## src/rtl/liteeth_sram_tx_reader.sv

```systemverilog
// TX frame reader: turns byte-length descriptors into a 32-bit valid/ready stream
// read from the packet SRAM, hiding the one-cycle read latency behind a 2-entry buffer.
module liteeth_sram_tx_reader #(
    parameter int DEPTH      = 384,
    parameter int ADDR_WIDTH = 9,
    parameter int LEN_WIDTH  = 11
) (
    input  logic                  sys_clk,
    input  logic                  sys_rst,
    input  logic                  cmd_valid,
    output logic                  cmd_ready,
    input  logic [LEN_WIDTH-1:0]  cmd_len,
    output logic                  sram_csb,
    output logic [ADDR_WIDTH-1:0] sram_addr,
    input  logic [31:0]           sram_dout,
    output logic                  src_valid,
    input  logic                  src_ready,
    output logic [31:0]           src_data,
    output logic                  src_last,
    output logic [3:0]            src_last_be,
    output logic                  done,
    output logic                  err
);

    typedef enum logic [1:0] {IDLE = 2'd0, READ = 2'd1, DRAIN = 2'd2} state_t;

    localparam logic [LEN_WIDTH:0] MAX_LEN = (LEN_WIDTH+1)'(DEPTH * 4);

    function automatic logic [3:0] last_be_decode(input logic [1:0] tail_bytes);
        case (tail_bytes)
            2'd1:    return 4'b0001;
            2'd2:    return 4'b0010;
            2'd3:    return 4'b0100;
            default: return 4'b1000;
        endcase
    endfunction

    function automatic logic [ADDR_WIDTH-1:0] last_word_addr(input logic [LEN_WIDTH-1:0] len);
        logic [LEN_WIDTH:0] words;
        words = ({1'b0, len} + (LEN_WIDTH+1)'(3)) >> 2;
        words = words - (LEN_WIDTH+1)'(1);
        return words[ADDR_WIDTH-1:0];
    endfunction

    state_t                state, state_next;
    logic [ADDR_WIDTH-1:0] rd_cnt;
    logic [ADDR_WIDTH-1:0] last_addr;
    logic [1:0]            tail;
    logic                  vld_p1;
    logic                  last_p1;
    logic [31:0]           fifo_data [2];
    logic                  fifo_last [2];
    logic                  wr_ptr, rd_ptr;
    logic [1:0]            count;
    logic [1:0]            fill;
    logic                  accept, len_ok, issue, issue_last;
    logic                  head_valid, head_last;
    logic [31:0]           head_data;
    logic                  pop, push, pop_fifo;

    assign len_ok     = (cmd_len != '0) && ({1'b0, cmd_len} <= MAX_LEN);
    assign accept     = cmd_valid & cmd_ready;
    assign fill       = count + {1'b0, vld_p1};
    assign issue_last = (rd_cnt == last_addr);

    always_ff @(posedge sys_clk) begin
        if (sys_rst)
            state <= IDLE;
        else
            state <= state_next;
    end

    always_comb begin
        state_next = state;
        case (state)
            IDLE:    if (accept && len_ok) state_next = READ;
            READ:    if (issue && issue_last) state_next = DRAIN;
            DRAIN:   if (pop && head_last) state_next = IDLE;
            default: state_next = IDLE;
        endcase
    end

    always_comb begin
        cmd_ready = 1'b0;
        issue     = 1'b0;
        case (state)
            IDLE:    cmd_ready = ~sys_rst;
            READ:    issue = (fill < 2'd2) & ~sys_rst;
            default: ;
        endcase
        sram_csb = ~issue;
    end

    assign sram_addr = rd_cnt;

    // Stage p1: SRAM word returning; it is offered directly when the buffer is empty.
    assign head_valid  = (count != 2'd0);
    assign head_data   = head_valid ? fifo_data[rd_ptr] : sram_dout;
    assign head_last   = head_valid ? fifo_last[rd_ptr] : last_p1;
    assign src_valid   = head_valid | vld_p1;
    assign src_data    = src_valid ? head_data : '0;
    assign src_last    = src_valid & head_last;
    assign src_last_be = src_last ? last_be_decode(tail) : 4'b0000;
    assign pop         = src_valid & src_ready;
    assign pop_fifo    = pop & head_valid;
    assign push        = vld_p1 & ~(pop & ~head_valid);

    always_ff @(posedge sys_clk) begin
        if (sys_rst) begin
            vld_p1 <= 1'b0;
            count  <= 2'd0;
            wr_ptr <= 1'b0;
            rd_ptr <= 1'b0;
            rd_cnt <= '0;
            done   <= 1'b0;
            err    <= 1'b0;
        end else begin
            vld_p1 <= issue;
            done   <= (state == DRAIN) & pop & head_last;
            err    <= accept & ~len_ok;
            if (accept && len_ok)
                rd_cnt <= '0;
            else if (issue && !issue_last)
                rd_cnt <= rd_cnt + ADDR_WIDTH'(1);
            if (push)
                wr_ptr <= ~wr_ptr;
            if (pop_fifo)
                rd_ptr <= ~rd_ptr;
            case ({push, pop_fifo})
                2'b10:   count <= count + 2'd1;
                2'b01:   count <= count - 2'd1;
                default: ;
            endcase
        end
    end

    always_ff @(posedge sys_clk) begin
        last_p1 <= issue_last;
        if (push) begin
            fifo_data[wr_ptr] <= sram_dout;
            fifo_last[wr_ptr] <= last_p1;
        end
        if (accept && len_ok) begin
            last_addr <= last_word_addr(cmd_len);
            tail      <= cmd_len[1:0];
        end
    end

endmodule

```

## config.mk

```make
export PLATFORM = sky130hd
export DESIGN_NAME = liteeth_sram_tx_reader
export DESIGN_NICKNAME = d
export VERILOG_FILES = /design/src/rtl/liteeth_sram_tx_reader.sv
export SDC_FILE = /design/constraint.sdc
export NUM_CORES = 1
export LEC_CHECK = 0
export CORE_MARGIN = 5
export CORE_UTILIZATION = 50
export DETAILED_ROUTE_END_ITERATION = 10
export GPL_TIMING_DRIVEN = 0
export PLACE_DENSITY = 0.8
export SETUP_SLACK_MARGIN = 0.05
export SYNTH_ARGS = -nofsm -noshare
export SYNTH_HDL_FRONTEND = slang
export SYNTH_SLANG_ARGS = --single-unit
```

## constraint.sdc

```tcl
create_clock -name sys_clk -period 3.7 [get_ports sys_clk]
set_clock_uncertainty 0.15 [all_clocks]
set_input_delay 0.925 -clock sys_clk [delete_from_list [all_inputs] [get_ports sys_clk]]
set_output_delay 0.925 -clock sys_clk [all_outputs]
set_load 0.03 [all_outputs]
```

# Yosys cells after proc, flatten, opt, wreduce, memory -nomap -nowiden
# Memory sizes are Yosys's and may differ from the RTL's. A register that Yosys moved wholly into a read port is not among the register bits.
# Cells that the tools add are included.
dict set report totals {
  input_bits 47
  mem_bits_rw 66
  mem_count 2
  reg_bits 30
  output_inout_bits 51
}
dict set report classes {
  addsub 6
  n_eq_ne 11
  magnitude_cmp 2
  bitwise 18
  n_mux 18
  n_reduce_logical 12
}
# memory depth width rd rd_ports_with_merged_regs wr line_no
set mem_list {}
lappend mem_list {fifo_data 2 32 1 1 1 51} ;# logic [31:0] fifo_data [2];
lappend mem_list {fifo_last 2 1 1 1 1 52} ;# logic fifo_last [2];
# op count
set op_table {}
lappend op_table {{$mux W32} 2}
lappend op_table {{$pmux W4 S3} 1}
lappend op_table {{$add A11 B2 Y11 const B} 1}
lappend op_table {{$le A11 B11 Y1 const B} 1}
lappend op_table {{$reduce_bool A11 Y1} 1}
lappend op_table {{$and A1 B1 Y1} 10}
lappend op_table {{$add A9 B1 Y9 const B} 1}
lappend op_table {{$eq A9 B9 Y1} 1}
lappend op_table {{$mux W1} 9}
lappend op_table {{$sub A9 B1 Y9 const B} 1}
lappend op_table {{$eq A2 B2 Y1 const B} 4}
lappend op_table {{$not A1 Y1} 7}
lappend op_table {{$eq A2 B1 Y1 const B} 3}
lappend op_table {{$mux W2} 3}
lappend op_table {{$ne A2 B2 Y1 const B} 3}
lappend op_table {{$pmux W2 S3} 1}
lappend op_table {{$logic_and A1 B1 Y1} 5}
lappend op_table {{$mux W4} 1}
lappend op_table {{$pmux W2 S2} 1}
lappend op_table {{$reduce_bool A2 Y1} 2}
lappend op_table {{$reduce_and A3 Y1} 1}
lappend op_table {{$add A2 B1 Y2} 1}
lappend op_table {{$add A2 B1 Y2 const B} 1}
lappend op_table {{$logic_not A2 Y1} 1}
lappend op_table {{other kinds (5)} 5}

# Longest topological paths before layout
# Gate-level depths: netlist of run 1.
dict set report logic_depth {
  ltp_word 8
  ltp_mapped 8
  ltp_nobuf 7
}

# Worst setup path before layout of run 1
# Ideal clock, no wire load.
dict set report synth_timing {
  kind {flip-flop to output port}
  startpoint {register count[0]}
  endpoint {output src_last_be[3]}
  slack_ns 0.353
  arrival_ns 2.272
  required_time_ns 2.625
  n_path_buf 1
  path_stages_with_launch 5
  cell_sequence {dfxtp_1 nor2_1 buf_2 mux2i_1 nor3b_1}
}
dict set report synth_between {
  elab_chain_len 4
  elab_cells_between_ends 5
  cone_classes {mux (2); bitwise (2); reduce/logical (1)}
}
# item line_no
set synth_lines {}
lappend synth_lines {{start: declaration} 54} ;# logic [1:0] count;
lappend synth_lines {{start signal: assignment} 130} ;# 2'b10: count <= count + 2'd1;
lappend synth_lines {{start signal: assignment} 131} ;# 2'b01: count <= count - 2'd1;
lappend synth_lines {{$reduce_bool A2 Y1 (*)} 97} ;# assign head_valid = (count != 2'd0);
lappend synth_lines {{$or A1 B1 Y1 or $mux W1 (tied branches)} {100, 99}}
lappend synth_lines {{$and A1 B1 Y1 (*)} 102} ;# assign src_last = src_valid & head_last;
lappend synth_lines {{named net src_last} 19} ;# output logic src_last,
lappend synth_lines {{$mux W4 (*)} 103} ;# assign src_last_be = src_last ? last_be_decode(tail) : 4'b0000;
lappend synth_lines {{end: declaration} 20} ;# output logic [3:0] src_last_be,
# Mark *: on every way through the listed nets, which the timed path passes. The rest lies on a longest branch.

# Worst setup path after layout of run 1
dict set report layout_timing {
  startpoint {register count[0]}
  endpoint {output src_data[15]}
}
dict set report layout_between {
  elab_chain_len 3
  elab_cells_between_ends 4
  cone_classes {mux (2); bitwise (1); reduce/logical (1)}
}
# item line_no
set layout_lines {}
lappend layout_lines {{$reduce_bool A2 Y1 (*)} 97}
lappend layout_lines {{$mux W32 or $or A1 B1 Y1 (tied branches)} {98, 100}}
lappend layout_lines {{$mux W32 (*)} 101} ;# assign src_data = src_valid ? head_data : '0;
lappend layout_lines {{end: declaration} 18} ;# output logic [31:0] src_data,
# Mark *: on every way between the ends. The rest lies on a longest branch, timed or not.

==> results_dict.tcl, run 1 <==
set metrics [dict create \
    status "completed" \
    synth_top_area_cell "edfxtp_1" \
    peakVddDrop_mv 0.183 \
    reg2reg_to "count[1]" \
    via_per_inst 5.56 \
    dieArea_um2 10600 \
    grt_util_all_layers_pct 18.6 \
    wl_per_cell_um 17.0 \
    clockPowerShare_pct 23.5 \
    globalplace.congestion 0.839 \
    cts.path.max_buffers 2 \
    firstDrtPassIters 4 \
    diodes 0 \
    die_y_um 103 \
    seq_power_share_pct 49.3 \
    cp-end-kind "output pin" \
    post-route-min-period_ps 3500 \
    mappedNetlistNets 389 \
    syn2layout_area_growth_pct 31.9 \
    antenna_found_initial 0 \
    synth_top_cells_by_area "edfxtp_1 54%, dfxtp_1 9.3%, mux2i_1 9.1%, nand3_1 4.3%, o21ai_0 4.1%" \
    reg2reg_slack_ps 1500 \
    grt_max_degree 22 \
    ys_seq_area_share_pct 63.1 \
    worstPathRequired_ps 2620 \
    rows 33 \
    synthDistinctLibCells 44 \
    htreeDepth 3 \
    drv_cap 0 \
    drt-met1-wl_mm 4.00 \
    synth_edf_count 77 \
    holdPathEnd "fifo_last[1]" \
    remaining_drc_errors 0 \
    worstSetupStartpointType "flop" \
    cts_root_buffer "clkbuf_8" \
    met3_length_um 478 \
    drt_wl_total_mm 9.50 \
    path_max_fanout 10 \
    synthesis.area_um2 4300 \
    grt.overflow.total 0 \
    core_area_um2 8300 \
    p_per_area_nw_per_um2 440 \
    report.final.hold_viol_count 0 \
    relSlewSlack_pct 63.4 \
    port_buffers 97 \
    holdPathStages 0 \
    clk_pin_slew_worst_paths_ps 80 \
    hold_ws_ps 317 \
    r2r_start "count[0]" \
    cts_num_sinks 97 \
    initial_core_util_pct 51.8 \
    criticalPathCategory "flop to output pin" \
    synth_cells 339 \
    power_frac_comb_pct 27.2 \
    rr_worst_depth 7 \
    p_leak_nw 1.97 \
    nNetsFinal 499 \
    hp-class "flop to flop" \
    top_level_ports 98 \
    synthArstFlopShare_pct 0 \
    worstPathArrival_ps 2420 \
    fill_cells 606 \
    tightestPinTransition_ps 549 \
    postCtsSetupBuffers 0 \
    yosysTopAreaCellShare_pct 53.8 \
    ys_seq_elements 97 \
    avgSynthCellArea_um2 12.7 \
    vias 3106 \
    drt_iter0_drc 125 \
    power.internal_w 0.00173 \
    rsz0062_at_grt "no" \
    max_freq_mhz 286 \
    fin_util_pct 68.3 \
    clkLatencyLatePin_ps 350 \
    dieWidth_um 103 \
    detail-route-antenna-nets 0 \
    hpwl_mm 6.84 \
    slew_violations 0 \
    p_sw_w 0.000765 \
    wl_met2_mm 4.82 \
    synth_flop_cell "edfxtp_1" \
    grt_pass1_vias 3102 \
    switching_share_pct 30.6 \
    cts_buffers 9 \
    ys.warnings.count 0 \
    fin_crit_sh_pct 94.5 \
    drive_gt1_share_pct 8.37 \
    grt_pass1_wl_mm 15.1 \
    top_layer "met4" \
    cts_tree "built" \
    setup_viol 0 \
    hold_start "last_p1" \
]
critical path, stage by stage, from the launching register on:
cell and delay [ps]:
dfxtp_1 380, nor2_2 210, clkbuf_4 270, buf_2 250, nand3_1 110, o21ai_0 120, clkdlybuf4s50_1 730
layer usage:
layer,vias up,track usage (%)
met5,-,0
li1,1480,-
met2,103,31.3
met1,1504,23.9
met3,19,2.50
met4,0,8.68
logic make-up after synthesis:
kind of cell / after synthesis / share of synthesized area (%)
DFF: 97 / 63.1
AOI/OAI and AO/OA: 51 / 7.13
muxes: 39 / 9.08
adders and majority gates: 3 / 0.873
buffers and inverters: 21 / 2.01
xor gates and xnor gates: 23 / 4.69
and+or+nand+nor: 105 / 13.1
synth_stat cells (5+ instances only):
cell type and count:
clkbuf_1 6, xnor2_1 8, buf_2 6, o21ai_0 35, nand3_1 37, xor2_1 15
nor3_1 5, nor2_1 13, edfxtp_1 77, mux2i_1 39, nand2_1 20, dfxtp_1 20
per-stage QoR:
step	total power, W	worst slack [ps]	cell area, um^2	TNS (ps)	std cells
2_1_floorplan	0.00164	353	4300	0	339
3_3_place_gp	0.00191	-621	5400	-40810	541
3_5_place_dp	0.00193	81.5	5470	0	543
4_1_cts	0.00251	6.51	5650	0	559
5_1_grt	0.00260	75.7	5670	0	559
6_report	0.00250	205	5670	0	559
power groups by stage:
stage / clock network (W) / registers, W / logic, W
final: 0.000586 / 0.00123 / 0.000679
after global routing: 0.000640 / 0.00123 / 0.000725
after CTS: 0.000599 / 0.00123 / 0.000684
after detailed placement: 0 / 0.00126 / 0.000675
after global placement: 0 / 0.00125 / 0.000657
after floorplan: 0 / 0.00125 / 0.000381
sequential cells by signal, indices dropped and copies added (netlist names), 2 cells and up, named ones only:
register / cells
fifo_last: 2
fifo_data: 64
state: 2
tail: 2
count: 2
last_addr: 9
sram_addr: 9
cell usage in the layout (no fill, tap or decap), types with 2 or more instances in the layout:
cell type and count:
and2_1 2, inv_1 4, and3_1 4, dlymetal6s2s_1 6, nand4_1 4, nand2_1 20
nor3_1 5, a31oi_2 2, dfxtp_1 20, nand2b_1 3, buf_1 2, clkinvlp_4 2
nand3_1 37, buf_2 7, xnor2_1 8, or3_1 4, clkinv_1 2, edfxtp_1 77
buf_16 2, xor2_1 15, o21ai_0 35, mux2i_1 38, clkbuf_8 9, clkbuf_1 7
nor2_4 2, nor2b_1 3, nor2_1 10, clkdlybuf4s50_1 91, ha_1 3, a21oi_1 4
worst max path at each step:
stage / slack (ps) / endpoint / depth (start not counted) / startpoint
final: 200 / src_data[15] / 6 / count[0]
after global routing: 80 / src_last_be[1] / 5 / count[0]
after CTS: 7 / src_last_be[3] / 5 / count[0]
after detailed placement: 80 / cmd_ready / 4 / sys_rst
after global placement: -620 / fifo_data[0][4] / 4 / src_ready
after floorplan: 350 / src_last_be[3] / 4 / count[0]
repair_timing:
action,4_1_cts,5_1_grt
resized for setup,5,8
setup endpoints to repair,32,33
hold buffers,0,0
pin swaps,0,0
cell type report:
cell class	instances	area [um^2]	share of cell area (%)
clock inverters	5	31.3	0.552
flip-flops and latches	97	2710	47.8
clock buffers	11	131	2.32
multi-input cells	221	1530	27.0
repair buffers	99	1040	18.4
well taps	105	131	2.32
plain buffers	16	73.8	1.30
inverters	5	18.8	0.331
(Power assumes the default switching activity.)
==> run 2, diff against run 1 <==
--- a/config.mk
+++ b/config.mk
@@ -5,6 +5,7 @@
 export SDC_FILE = /design/constraint.sdc
 export NUM_CORES = 1
 export LEC_CHECK = 0
+export CAP_MARGIN = 25
 export CORE_MARGIN = 5
 export CORE_UTILIZATION = 50
 export DETAILED_ROUTE_END_ITERATION = 10
==> results of run 2 <==
The final DEF is identical to that of run 1; final timing and power are the same.
==> run 3, diff against run 2 <==
--- a/config.mk
+++ b/config.mk
@@ -6,11 +6,13 @@
 export NUM_CORES = 1
 export LEC_CHECK = 0
 export CAP_MARGIN = 25
+export CELL_PAD_IN_SITES_DETAIL_PLACEMENT = 1
+export CELL_PAD_IN_SITES_GLOBAL_PLACEMENT = 1
 export CORE_MARGIN = 5
-export CORE_UTILIZATION = 50
+export CORE_UTILIZATION = 40
 export DETAILED_ROUTE_END_ITERATION = 10
 export GPL_TIMING_DRIVEN = 0
-export PLACE_DENSITY = 0.8
+export PLACE_DENSITY_LB_ADDON = 0.1
 export SETUP_SLACK_MARGIN = 0.05
 export SYNTH_ARGS = -nofsm -noshare
 export SYNTH_HDL_FRONTEND = slang
==> run 3 against run 2 <==
  * Via count is 1.7% lower
  * Combinational power hardly changed
  * Final cell count is 5.5% higher
  * Sequential share of layout area is 0.36 points lower
  * Sequential power hardly changed
  * Sequential cell count stayed put
  * Critical path type is now input pin to output pin
  * Largest cell class unchanged
==> results_dict.tcl, run 3 (synthesis results as in run 1) <==
set metrics [dict create \
    dieArea_um2 12900 \
    drive_gt1_share_pct 9.03 \
    p_sw_w 0.000787 \
    fin_crit_sh_pct 94.1 \
    largest_register "fifo_data" \
    drt_wl_total_mm 10.2 \
    globalplace.congestion 0.784 \
    status "completed" \
    hp-class "flop to flop" \
    remaining_drc_errors 0 \
    cts_root_buffer "clkbuf_8" \
    wl_per_cell_um 17.4 \
    met1_usage_pct 18.3 \
    core_area_um2 10400 \
    drv_cap 0 \
    cts.path.max_buffers 2 \
    worstSetupStartpointType "input pin" \
    p_per_area_nw_per_um2 452 \
    grt_max_degree 28 \
    max_freq_mhz 287 \
    rr_worst_depth 7 \
    clk_pin_slew_worst_paths_ps 80 \
    grt_pass1_wl_mm 16.4 \
    final_cells 590 \
    fill_cells 1078 \
    peakVddDrop_mv 0.198 \
    ctsHoldBuffers 0 \
    cts_num_sinks 97 \
    port_buffers 97 \
    dpl-instance-area_um2 5500 \
    via_per_inst 5.17 \
    final_common_cell "clkdlybuf4s50_1" \
    post-route-min-period_ps 3480 \
    hold_ws_ps 318 \
    holdPathStages 0 \
    worstPathArrival_ps 2410 \
    rows 37 \
    worstPathRequired_ps 2620 \
    detail-route-antenna-nets 0 \
    antenna_found_initial 0 \
    grt_util_all_layers_pct 16.1 \
    use_met3_pct 3.24 \
    hold_start "last_p1" \
    hpwl_mm 7.46 \
    tightestPinTransition_ps 564 \
    largest_reg_flops 64 \
    grt_busiest_layer "met2" \
    firstDrtPassIters 4 \
    use_met2_pct 30.0 \
    r2r_start "count[1]" \
    switching_share_pct 30.5 \
    top_level_ports 98 \
    initial_core_util_pct 41.3 \
    mostFrequentLayoutCells "90 x clkdlybuf4s50_1, 77 x edfxtp_1, 38 x mux2i_1" \
    cts_buffers 9 \
    setup_viol 0 \
    diodes 0 \
    power.internal_w 0.00180 \
    grt.overflow.total 0 \
    rsz0062_at_grt "no" \
    die_y_um 114 \
    dieWidth_um 114 \
    report.final.hold_viol_count 0 \
    path_max_fanout 4 \
    slew_violations 0 \
    criticalPathCategory "input pin to output pin" \
    dp.cells 574 \
    clkLatencyLatePin_ps 350 \
    drt_iter0_drc 107 \
    p_leak_nw 1.94 \
    grt_pass1_vias 3262 \
    htreeDepth 3 \
    power_frac_comb_pct 26.2 \
    nNetsFinal 499 \
    cp-end-kind "output pin" \
    relSlewSlack_pct 62.4 \
    final_cell_area_um2 5710 \
    clockPowerShare_pct 26.2 \
    vias 3052 \
    cp-startpoint "sys_rst" \
    syn2layout_area_growth_pct 32.9 \
    seq_power_share_pct 47.6 \
    cts_tree "built" \
]
==> run 3: final timing paths <==
| check | slack (ps) | endpoint |
|---|---|---|
| min | 320 | fifo_last[0] |
| max reg2reg | 1550 | count[1] |
| min reg2reg | 320 | fifo_last[0] |
| max | 220 | sram_csb |
==> run 3: layer usage <==
metal | share of wire (%) | vias up | wire (um)
met3 | 4.8 | 12 | 491
li1 | - | 1480 | -
met1 | 40 | 1485 | 4100
met5 | 0 | - | 0
met2 | 54 | 75 | 5490
met4 | 1.6 | 0 | 165
==> run 3: stage by stage <==
stage	util, %	power (W)	setup TNS [ps]	setup WS [ps]
after floorplan	-	0.00164	0	353
after global placement	52.2	0.00193	-50940	-775
after detailed placement	52.8	0.00194	0	118
after CTS	54.8	0.00262	0	42.2
after global routing	54.8	0.00272	0	57.2
final	54.8	0.00258	0	217
==> run 3: area by class of cell <==
type                       instances  area, um^2  share of cell area (%)
multi-input combinational        221        1530                    26.8
clock inverter                     6        66.3                    1.16
timing repair buffer              99        1010                    17.7
inverter                           5        18.8                   0.329
buffer                            16        73.8                    1.29
sequential                        97        2710                    47.5
clock buffer                      10         128                    2.23
tap                              136         170                    2.98
==> run 3: worst max-delay path, stage by stage <==
cell             delay (ps)
clkdlybuf4s50_1         430
nor3b_2                 200
o21a_2                  190
inv_2                    70
clkdlybuf4s50_1         600
==> run 3: power groups by stage <==
stage	Combinational (W)	Clock [W]	Sequential [W]
after floorplan	0.000381	0	0.00125
after global placement	0.000672	0	0.00125
after detailed placement	0.000687	0	0.00126
after CTS	0.000692	0.000701	0.00123
after global routing	0.000727	0.000756	0.00123
final	0.000677	0.000677	0.00123
==> run 3: timing repair <==
item,in CTS,in global routing
gates resized for setup,10,4
setup buffers,0,0
setup endpoints to repair,33,29
